<file path="src/rtl/radiance_minmax_scan_if.sv">
`default_nettype none
// ============================================================================
// Module      : radiance_minmax_scan_if
// Description : Read-only pixel RAM bus between the min/max scanner (master)
//               and the shared single-port pixel RAM (slave).
// Revision    : 1.0 - initial release
// ============================================================================
interface radiance_minmax_scan_if #(
  parameter int ADDR_W = 20,
  parameter int D_W    = 16
);
  logic [ADDR_W-1:0] o_addr;
  logic              o_ren;
  logic [D_W-1:0]    i_rdata;

  modport master (output o_addr, output o_ren, input  i_rdata);
  modport slave  (input  o_addr, input  o_ren, output i_rdata);
endinterface
`default_nettype wire

</file>
<file path="src/rtl/radiance_minmax_scan.sv">
`default_nettype none
// ============================================================================
// Module      : radiance_minmax_scan
// Description : Streams a radiance frame out of the pixel RAM, tracks the
//               unsigned min/max and publishes min, max and a divide-safe
//               range (never 0) for the tone-mapping stage.
// Revision    : 1.0 - initial release
// ============================================================================
module radiance_minmax_scan #(
  parameter int D_W    = 16,
  parameter int ADDR_W = 20,
  parameter int NUM_W  = 20
) (
  input  wire logic                i_clk,
  input  wire logic                rst_n,
  input  wire logic                i_start,
  input  wire logic [NUM_W-1:0]    total_pixels,
  radiance_minmax_scan_if.master   ram,
  output logic      [D_W-1:0]      o_rad_min,
  output logic      [D_W-1:0]      o_rad_max,
  output logic      [D_W-1:0]      o_rad_maxmin,
  output logic                     o_busy,
  output logic                     o_fin
);

  localparam logic [D_W-1:0] c_RANGE_ONE = {{(D_W-1){1'b0}}, 1'b1};

  typedef enum logic [2:0] {
    S_IDLE  = 3'd0,
    S_SCAN  = 3'd1,
    S_DRAIN = 3'd2,
    S_CALC  = 3'd3,
    S_FIN   = 3'd4
  } state_t;

  state_t            r_state;
  state_t            w_state_nxt;
  logic              w_accept;
  logic [NUM_W-1:0]  r_n;
  logic [NUM_W-1:0]  r_ctr;
  logic [ADDR_W-1:0] r_addr;
  logic              r_rvalid;
  logic [D_W-1:0]    r_min;
  logic [D_W-1:0]    r_max;

  // A start is only honoured while idle or parked in S_FIN.
  assign w_accept = i_start && ((r_state == S_IDLE) || (r_state == S_FIN));

  assign ram.o_addr = r_addr;
  assign ram.o_ren  = (r_state == S_SCAN);
  assign o_busy     = (r_state == S_SCAN) || (r_state == S_DRAIN) || (r_state == S_CALC);
  assign o_fin      = (r_state == S_FIN);

  // State register.
  always_ff @(posedge i_clk or negedge rst_n) begin
    if (!rst_n) r_state <= S_IDLE;
    else        r_state <= w_state_nxt;
  end

  // Next-state logic; an empty frame skips the scan and goes straight to CALC.
  always_comb begin
    w_state_nxt = r_state;
    case (r_state)
      S_IDLE, S_FIN: begin
        if (w_accept) w_state_nxt = (total_pixels == '0) ? S_CALC : S_SCAN;
      end
      S_SCAN:  if (r_ctr >= r_n) w_state_nxt = S_DRAIN;
      S_DRAIN: w_state_nxt = S_CALC;
      S_CALC:  w_state_nxt = S_FIN;
      default: w_state_nxt = S_IDLE;
    endcase
  end

  // Address generator: one read per cycle, address parks at N-1 afterwards.
  always_ff @(posedge i_clk or negedge rst_n) begin
    if (!rst_n) begin
      r_n      <= '0;
      r_ctr    <= '0;
      r_addr   <= '0;
      r_rvalid <= 1'b0;
    end else if (w_accept) begin
      r_n      <= total_pixels;
      r_rvalid <= 1'b0;
      if (total_pixels != '0) begin
        r_addr <= '0;
        r_ctr  <= {{(NUM_W-1){1'b0}}, 1'b1};
      end
    end else if (r_state == S_SCAN) begin
      // Data for the address presented this cycle arrives next cycle.
      r_rvalid <= 1'b1;
      if (r_ctr < r_n) begin
        r_addr <= r_addr + 1'b1;
        r_ctr  <= r_ctr + 1'b1;
      end
    end else if (r_state == S_DRAIN) begin
      r_rvalid <= 1'b0;
    end
  end

  // Running min/max; min seeds at all-ones so the first pixel updates both.
  always_ff @(posedge i_clk or negedge rst_n) begin
    if (!rst_n) begin
      r_min <= '0;
      r_max <= '0;
    end else if (w_accept) begin
      r_min <= (total_pixels == '0) ? '0 : '1;
      r_max <= '0;
    end else if (r_rvalid) begin
      if (ram.i_rdata < r_min) r_min <= ram.i_rdata;
      if (ram.i_rdata > r_max) r_max <= ram.i_rdata;
    end
  end

  // Publish results once per frame; they hold across a restart.
  always_ff @(posedge i_clk or negedge rst_n) begin
    if (!rst_n) begin
      o_rad_min    <= '0;
      o_rad_max    <= '0;
      o_rad_maxmin <= '0;
    end else if (r_state == S_CALC) begin
      o_rad_min    <= r_min;
      o_rad_max    <= r_max;
      o_rad_maxmin <= (r_max == r_min) ? c_RANGE_ONE : (r_max - r_min);
    end
  end

endmodule
`default_nettype wire

</file>
<file path="src/flat_wrapper.sv">
// flat-port wrapper written by rule: the top's interface ports become plain ports
module radiance_minmax_scan_flat 
#(
  parameter int D_W    = 16,
  parameter int ADDR_W = 20,
  parameter int NUM_W  = 20
)
  (i_clk, rst_n, i_start, total_pixels, o_rad_min, o_rad_max, o_rad_maxmin, o_busy, o_fin, ram_o_addr, ram_o_ren, ram_i_rdata);
  radiance_minmax_scan_if #(.ADDR_W(ADDR_W), .D_W(D_W)) ram_i ();
  input  wire logic i_clk;
  input  wire logic rst_n;
  input  wire logic i_start;
  input  wire logic [NUM_W-1:0] total_pixels;
  output logic      [D_W-1:0] o_rad_min;
  output logic      [D_W-1:0] o_rad_max;
  output logic      [D_W-1:0] o_rad_maxmin;
  output logic o_busy;
  output logic o_fin;
  output wire logic [$bits(ram_i.o_addr)-1:0] ram_o_addr;
  output wire logic [$bits(ram_i.o_ren)-1:0] ram_o_ren;
  input wire logic [$bits(ram_i.i_rdata)-1:0] ram_i_rdata;
  assign ram_o_addr = ram_i.o_addr;
  assign ram_o_ren = ram_i.o_ren;
  assign ram_i.i_rdata = ram_i_rdata;
  radiance_minmax_scan #(.D_W(D_W), .ADDR_W(ADDR_W), .NUM_W(NUM_W)) u_core (.i_clk(i_clk), .rst_n(rst_n), .i_start(i_start), .total_pixels(total_pixels), .ram(ram_i), .o_rad_min(o_rad_min), .o_rad_max(o_rad_max), .o_rad_maxmin(o_rad_maxmin), .o_busy(o_busy), .o_fin(o_fin));
endmodule
</file>
<file path="config.mk">
export PLATFORM = sky130hd
export DESIGN_NAME = radiance_minmax_scan_flat
export DESIGN_NICKNAME = d
export VERILOG_FILES = /design/src/rtl/radiance_minmax_scan_if.sv /design/src/rtl/radiance_minmax_scan.sv /design/src/flat_wrapper.sv
export SDC_FILE = /design/constraint.sdc
export NUM_CORES = 1
export LEC_CHECK = 0
export ABC_AREA = 1
export ABC_CLOCK_PERIOD_IN_PS = 2800
export CORE_MARGIN = 8
export CORE_UTILIZATION = 55
export CTS_CLUSTER_DIAMETER = 50
export DETAILED_ROUTE_END_ITERATION = 10
export MAX_ROUTING_LAYER = met4
export PLACE_DENSITY_LB_ADDON = 0.08
export SLEW_MARGIN = 25
export SYNTH_ARGS = -nofsm -noshare
export SYNTH_HDL_FRONTEND = slang
export SYNTH_SLANG_ARGS = --single-unit
</file>
<file path="constraint.sdc">
create_clock -name i_clk -period 2.8 [get_ports i_clk]
set_clock_uncertainty 0.2 [all_clocks]
set_input_delay 0.56 -clock i_clk [delete_from_list [all_inputs] [get_ports i_clk]]
set_output_delay 0.56 -clock i_clk [all_outputs]
set_load 0.01 [all_outputs]
</file>
== Word-level counts from Yosys, hierarchy flattened ==
Cells that the tools add are included.

* Output and inout port bits: 71
* ROM bits: 0
* Latch bits: 0
* Input bits: 39
* Memories kept: 0
* Logic and storage cells: 66
* Register bits: 144
* RAM bits: 0

* Div/mod/pow operators: 0
* Equal/unequal tests: 8
* Muxes and demuxes: 23
* $add $sub $neg: 3
* Bitwise operators: 0
* Multipliers: 0
* $lt $le $gt $ge: 4
* Reduce and logical (&&, ||, !) cells: 18
* Shift operators: 0

{| class="wikitable"
|+ Operator list
! operator !! number
|-
| 20-bit two-way mux || 8
|-
| 16-bit two-way mux || 8
|-
| 20-bit by 1-bit adder with 20-bit output, second input constant || 2
|-
| 20-bit greater-or-equal comparator || 1
|-
| 20-bit logical NOT || 1
|-
| 20-bit less-than comparator || 1
|-
| 20-bit nonzero test || 1
|-
| 16-bit equality test || 1
|-
| 16-bit > comparator || 1
|-
| 16-bit less-than comparator || 1
|-
| 16-bit subtractor || 1
|-
| 3-bit case mux with 4 select lines || 1
|-
| 2-bit nonzero test || 5
|-
| 3-bit by 2-bit equality test with 1-bit output, second input constant || 2
|-
| 3-bit two-way mux || 2
|-
| 2-bit AND reduction || 3
|-
| 2-bit by 1-bit != test with 1-bit output, second input constant || 2
|-
| 3-bit by 1-bit equality test with 1-bit output, second input constant || 1
|-
| 3-bit equality test, second input constant || 1
|-
| 3-bit logical NOT || 1
|-
| 1-bit logical OR || 3
|-
| 1-bit two-way mux || 3
|-
| 3-bit AND reduction || 1
|-
| 3-bit nonzero test || 1
|-
| other kinds (4) || 4
|}

== Logic depth before layout (Yosys ltp) ==
Gate-level depths: netlist (run 1).

* Depth in word-level cells: 5
* Mapped depth: 15
* Mapped depth without buffers: 14

== Least setup slack after synthesis (run 1) ==
Ideal clock, no wire load.

* Kind: register to register
* From: register u_core.r_max[0]
* To: register u_core.o_rad_maxmin[14]
* Data arrival time: 1755 ps
* Library setup time: 127 ps
* Cell stages (with the launch flop): 13
* Clock period less this slack: 2082 ps
* Setup slack: 718 ps
* Buffers on the path: 0
* Data required time: 2473 ps
* Cells stage by stage: dfrtp_1 inv_1 ha_1 inv_1 fa_1 nand3_1 nand3_1 a21boi_0 inv_1 nand2_1 nand3_1 nand2_1 o21ai_0

* Word-level cells in the longest chain between the ends: 2
* Elaborated cells on any way between the ends: 3
* Classes of those cells: add/sub: 1; eq/ne: 1; mux: 1

{| class="wikitable"
|+ RTL lines
! what !! line !! RTL
|-
| start, declared || radiance_minmax_scan.sv:44 || <nowiki>logic [D_W-1:0] r_max;</nowiki>
|-
| start signal, assigned || radiance_minmax_scan.sv:110 || <nowiki>if (ram.i_rdata > r_max) r_max <= ram.i_rdata;</nowiki>
|-
| 16-bit subtractor / 16-bit equality test (equally long branches) || radiance_minmax_scan.sv:123 || <nowiki>o_rad_maxmin <= (r_max == r_min) ? c_RANGE_ONE : (r_max - r_min);</nowiki>
|-
| 16-bit two-way mux * || radiance_minmax_scan.sv:123 ||
|-
| end signal, assigned || radiance_minmax_scan.sv:123 ||
|-
| end, declared || radiance_minmax_scan.sv:21 || <nowiki>output logic [D_W-1:0] o_rad_maxmin,</nowiki>
|}

Mark *: on every way between the ends. The rest lies on a longest branch, timed or not.
A chain may end at the register's enable or synchronous reset.

== Worst setup path after layout (run 1) ==
Same ends and word-level chain as after synthesis.

==> results of run 1 <==
power by group through the flow:
stage / clock network (W) / logic (W) / registers (W)
6_report: 0.00235 / 0.00648 / 0.00372
5_1_grt: 0.00248 / 0.00736 / 0.00384
4_1_cts: 0.00238 / 0.00651 / 0.00371
3_5_place_dp: 0 / 0.00644 / 0.00373
3_3_place_gp: 0 / 0.00630 / 0.00372
2_1_floorplan: 0 / 0.00428 / 0.00371
critical path, cell delays in order, from the launching register on:
cell and delay, ns:
dfrtp_1 0.44, inv_1 0.11, ha_1 0.15, inv_1 0.06
fa_1 0.40, nand3_1 0.10, nand3_1 0.15, a21boi_0 0.31
inv_1 0.12, nand2_1 0.10, nand3_1 0.09, nand2_1 0.06
o21ai_0 0.08
how the worst min path moves through the flow:
stage                     from             endpoint  slack (ns)  cells after the start
2_1_floorplan            rst_n  u_core.o_rad_max[0]        0.06                      0
3_3_place_gp   u_core.r_min[2]      u_core.r_min[2]        0.25                      2
3_5_place_dp   u_core.r_min[6]      u_core.r_min[6]        0.26                      2
4_1_cts        u_core.r_min[3]      u_core.r_min[3]        0.27                      2
5_1_grt        u_core.r_min[6]      u_core.r_min[6]        0.31                      2
6_report       u_core.r_min[3]      u_core.r_min[3]        0.27                      2
cells by family (layout without fill, tap and decap cells):
logic type,after synthesis,after routing,synth area share
simple gates,680,680,0.322
buf+inv,152,273,0.0749
flops,144,144,0.401
compound gates,128,128,0.0760
fa+ha+maj,69,69,0.0969
xor+xnor,30,30,0.0292
sequential cells by signal, summed over array words and instances (netlist names):
| name | count |
|---|---|
| u_core.o_rad_max | 16 |
| u_core.o_rad_maxmin | 16 |
| u_core.o_rad_min | 16 |
| u_core.r_ctr | 20 |
| u_core.r_max | 16 |
| u_core.r_min | 16 |
| u_core.r_n | 20 |
| u_core.r_rvalid | 1 |
| u_core.r_state | 3 |
| u_core.ram.o_addr | 20 |
area by class of cell:
cell class                 instances  area [µm²]  share of cell area
clock buffer                      17         425              0.0390
timing repair buffer             131        1280               0.118
tap                              216         270              0.0248
clock inverter                    15         181              0.0167
multi-input combinational        907        4710               0.433
inverter                         110         415              0.0381
sequential                       144        3600               0.331
Yosys cell counts:
master / n / area, µm²
inv_1: 103 / 387
a21boi_0: 1 / 7.51
fa_1: 1 / 20.0
dfrtp_1: 144 / 3600
nand2_4: 3 / 33.8
nand2_1: 398 / 1490
buf_1: 1 / 3.75
buf_4: 2 / 15.0
nor3_1: 6 / 30.0
nor2_2: 4 / 25.0
a31oi_2: 1 / 12.5
o21ai_1: 11 / 55.1
o21bai_1: 1 / 7.51
nand3_1: 105 / 526
clkbuf_1: 8 / 30.0
buf_6: 9 / 101
o21a_1: 2 / 15.0
buf_2: 22 / 110
xor2_1: 20 / 175
nor3_4: 1 / 16.3
nand4_1: 29 / 181
ha_1: 68 / 851
nand3_2: 3 / 30.0
nand3b_1: 5 / 37.5
nor2_1: 112 / 420
xnor2_1: 10 / 87.6
nor2_4: 1 / 11.3
a21oi_1: 39 / 195
o21ai_0: 63 / 315
a21o_1: 7 / 52.6
a31o_2: 1 / 8.76
nor3_2: 2 / 20.0
inv_2: 7 / 26.3
nor4_1: 2 / 12.5
o211ai_1: 1 / 7.51
nor3b_1: 2 / 15.0
a31oi_1: 1 / 6.26
nand2_2: 7 / 43.8
metrics by stage:
step / instance area (µm²) / setup slack (ns) / cells
final: 10900 / 0.319 / 1540
after floorplan: 8990 / 0.718 / 1203
after CTS: 10900 / 0.319 / 1540
after detailed placement: 10300 / 0.0482 / 1507
after global placement: 10300 / 0.0778 / 1507
after global routing: 10900 / 0.179 / 1540
metal layers:
metal	share of wire	wire [µm]	up-vias
met1	0.49	11300	3745
met2	0.43	9860	260
met3	0.066	1510	33
li1	-	-	4103
met5	0	0	-
met4	0.015	345	0
==> flow_summary.yaml, run 1 <==
timing:
  drv_slew: 0
  hold_ws_ns: 0.268
  worstMarginPinSlew_ns: 0.678
  setup-violations-final: 0
  relSlewSlack: 0.548
  period_minus_slack_ns: 2.48
  post-route-period-util: 0.886
  max_freq_ghz: 0.403
  rsz0062_at_grt: "no"
  fin_setup_tns_ns: 0
  finalHoldViolations: 0
power_and_ir_drop:
  powerDensity_mw_per_mm2: 1150
  switching_share: 0.447
  power.clock.fraction: 0.187
  power_w: 0.0126
  vdd_drop_max_mv: 0.572
  p_switching_w: 0.00561
  p_seq_frac: 0.297
  p_leak_nw: 5.48
  p_int_w: 0.00694
  p_comb_frac: 0.516
min_path:
  worstHoldPathType: "register to register"
cells_and_area:
  final_nets: 1419
  final_cell_mix: "398 x nand2_1, 144 x dfrtp_1, 112 x nor2_1"
  num_antenna_cells: 0
  syn_to_final_growth_pct: 21.2
  fill_cells: 1376
  drive_above_1_share: 0.0634
  final_common_cell: "nand2_1"
  final_util: 0.683
setup_path:
  startpoint: "u_core.r_max[0]"
  crit_path_end_kind: "register"
  crit_required_ns: 2.90
  endpoint: "u_core.o_rad_maxmin[14]"
  r2r_cells: 12
  worstReg2RegStart: "u_core.r_max[0]"
  crit_path_start_kind: "register"
  crit_path_max_fanout: 4
  path_class: "register to register"
  r2r_end: "u_core.o_rad_maxmin[14]"
  r2r_setup_slack_ns: 0.32
  worstPathArrival_ns: 2.58
placed_design:
  place.gp.congestion: 0.978
  hpwl_um: 17300
  numPortBuffers: 109
logic_synthesis:
  ys_seq_area_frac: 0.401
  syn_inst: 1203
  avgSynthCellArea_um2: 7.47
  yosysWarnings: 0
  synth.distinct_cells: 38
  ys_seq_elements: 144
  syn-num-nets: 1311
  syn_area_mm2: 0.00899
global_route:
  grtUsageMet3: 0.0388
  grt_util_all_layers: 0.242
  antenna_found_initial: 0
  use_met2: 0.345
  overflow: 0
  grt_pass1_wl_um: 38800
  grt_max_degree: 80
  use_met1: 0.345
  grt_pass1_vias: 7641
  top_usage_layer: "met2"
routing:
  drt-pass1-iter-count: 7
  wl_per_cell_um: 15.0
  vias: 8141
  vias_per_cell: 5.29
  detail_route.iter0.violations: 558
  routed_wl_um: 23000
  drc: 0
  drtAntennaViolNets: 0
status:
  status: "finished, final reports clean"
die:
  die_h_um: 144
  chipWidth_um: 144
  dieArea_mm2: 0.0207
  ios: 110
  fp.coreArea_mm2: 0.0159
  fp-row-count: 46
  start_util: 0.564
clock_tree:
  clk_latency_ns: 0.42
  hold_buffers: 1
  cts_max_path_buffers: 2
  root_buffer: "clkbuf_16"
  cts_resized: 0
  numClockSinks: 144
  cts_buffers: 17
  cts.clk_slew.worst_paths_ns: 0.06
  post_cts_buffers: 0
  tritoncts: "yes"
  cts-htree-levels: 4
job:
  drv_cap: 0
Power figures use the tool's default switching activity.
==> run 2: changes to the inputs <==
- CTS_CLUSTER_DIAMETER: 50 -> 30
- RECOVER_POWER: default -> 50
==> run 2 against run 1 <==
Non-clock buffer count stayed put. Sequential share of layout area rose by 0.11 points. Worst setup slack lost 0.0082 ns. Total power down 0.11%. Via count grew 0.38%. Fmax decreased by 0.33%. Count of clock-buffer cells in the layout stayed put. Register-to-register slack about the same. Critical path depth stayed put. Clock power about the same. Die area did not move. Largest power group unchanged.
==> flow_summary.yaml, run 2 (same netlist as run 1, synthesis figures left out) <==
status:
  status: "finished, final reports clean"
placed_design:
  dp_worst_setup_slack_ns: 0.0482
  place.gp.congestion: 0.978
  numPlacedInstances: 1507
  hpwl_um: 17300
  numPortBuffers: 109
timing:
  max_freq_ghz: 0.402
  period_minus_slack_ns: 2.49
  fin_setup_tns_ns: 0
  layout_setup_ws_ns: 0.310
  post-route-period-util: 0.889
  setup-violations-final: 0
  relSlewSlack: 0.180
  worstMarginPinSlew_ns: 1.23
  finalHoldViolations: 0
  drv_slew: 0
  rsz0062_at_grt: "no"
cells_and_area:
  final_common_cell: "nand2_1"
  final_cell_mix: "398 x nand2_1, 144 x dfrtp_1, 112 x nor2_1"
  drive_above_1_share: 0.0612
  finalNonFillerCells: 1540
  num_antenna_cells: 0
  fill_cells: 1383
  syn_to_final_growth_pct: 20.8
  final_nets: 1419
setup_path:
  path_class: "register to register"
  r2r_setup_slack_ns: 0.31
  endpoint: "u_core.o_rad_maxmin[14]"
  crit_path_end_kind: "register"
  worstPathArrival_ns: 2.58
  r2r_end: "u_core.o_rad_maxmin[14]"
  crit_path_start_kind: "register"
  r2r_cells: 12
  crit_required_ns: 2.90
  startpoint: "u_core.r_max[0]"
  worstReg2RegStart: "u_core.r_max[0]"
  crit_path_max_fanout: 4
routing:
  detail_route.iter0.violations: 560
  vias_per_cell: 5.31
  drc: 0
  drt-pass1-iter-count: 8
  routed_wl_um: 23100
  drtAntennaViolNets: 0
  wl_per_cell_um: 15.0
  vias: 8172
clock_tree:
  cts_max_path_buffers: 2
  cts_resized: 0
  tritoncts: "yes"
  numClockSinks: 144
  root_buffer: "clkbuf_16"
  cts.clk_slew.worst_paths_ns: 0.06
  cts_buffers: 17
  cts-htree-levels: 4
  clk_latency_ns: 0.42
  hold_buffers: 1
  post_cts_buffers: 0
job:
  drv_cap: 0
die:
  fp-row-count: 46
  dieArea_mm2: 0.0207
  fp.coreArea_mm2: 0.0159
  chipWidth_um: 144
  start_util: 0.564
  die_h_um: 144
  ios: 110
power_and_ir_drop:
  power_w: 0.0125
  powerDensity_mw_per_mm2: 1150
  vdd_drop_max_mv: 0.539
  p_leak_nw: 5.47
min_path:
  worstHoldPathType: "register to register"
global_route:
  grt_pass1_vias: 7641
  antenna_found_initial: 0
  overflow: 0
  grt_util_all_layers: 0.242
  grt_max_degree: 80
  grt_pass1_wl_um: 38800
[run 2: changes by cell type in the layout (fill, tap and decap cells not counted)]
cell	delta
inv_2	+1
nor3_1	+1
clkbuf_1	+2
dlygate4sd3_1	+1
o21ai_1	-2
inv_4	-1
clkdlybuf4s50_1	-1
nor3_4	-1
buf_4	-5
o21ai_0	+2
buf_6	-1
clkbuf_2	+4
[run 2: how the worst min path moves through the flow]
stage                     from                  end  slack (ns)  cells past startpoint
2_1_floorplan            rst_n  u_core.o_rad_max[0]        0.06                      0
3_3_place_gp   u_core.r_min[2]      u_core.r_min[2]        0.25                      2
3_5_place_dp   u_core.r_min[6]      u_core.r_min[6]        0.26                      2
4_1_cts        u_core.r_min[3]      u_core.r_min[3]        0.27                      2
5_1_grt        u_core.r_min[6]      u_core.r_min[6]        0.31                      2
6_report       u_core.r_min[3]      u_core.r_min[3]        0.27                      2
[run 2: layout make-up]
class / instances / area (µm²) / share of cell area
Inverter: 110 / 413 / 0.0380
Clock buffer: 17 / 425 / 0.0392
Sequential cell: 144 / 3600 / 0.332
Multi-Input combinational cell: 907 / 4700 / 0.433
Clock inverter: 15 / 181 / 0.0167
Timing Repair Buffer: 131 / 1260 / 0.116
Tap cell: 216 / 270 / 0.0249
[run 2: where the power goes]
group          switching [W]  internal [W]
registers           0.000761       0.00296
clock network       0.000939       0.00141
logic                0.00391       0.00257
total                0.00560       0.00694
[run 2: per-layer routing]
metal	vias up	GRT usage	wire, µm
li1	4106	-	-
met1	3773	0.345	11400
met2	258	0.345	9850
met3	35	0.0388	1460
met4	0	0.0758	346
met5	-	-	0
[run 2: per-stage QoR]
stage	hold slack [ns]	instance area, µm²	util
floorplan	0.0644	8990	-
global placement	0.254	10300	0.644
detailed placement	0.258	10300	0.645
CTS	0.273	10900	0.683
global route	0.309	10900	0.681
finish	0.268	10900	0.681
[run 2: critical path, cell delays in order, from the launching register on]
cell and delay (ns):
dfrtp_1 0.44, inv_1 0.11, ha_1 0.15, inv_1 0.06, fa_1 0.40, nand3_1 0.10
nand3_1 0.15, a21boi_0 0.32, inv_1 0.12, nand2_1 0.10, nand3_1 0.09, nand2_1 0.06
o21ai_0 0.08
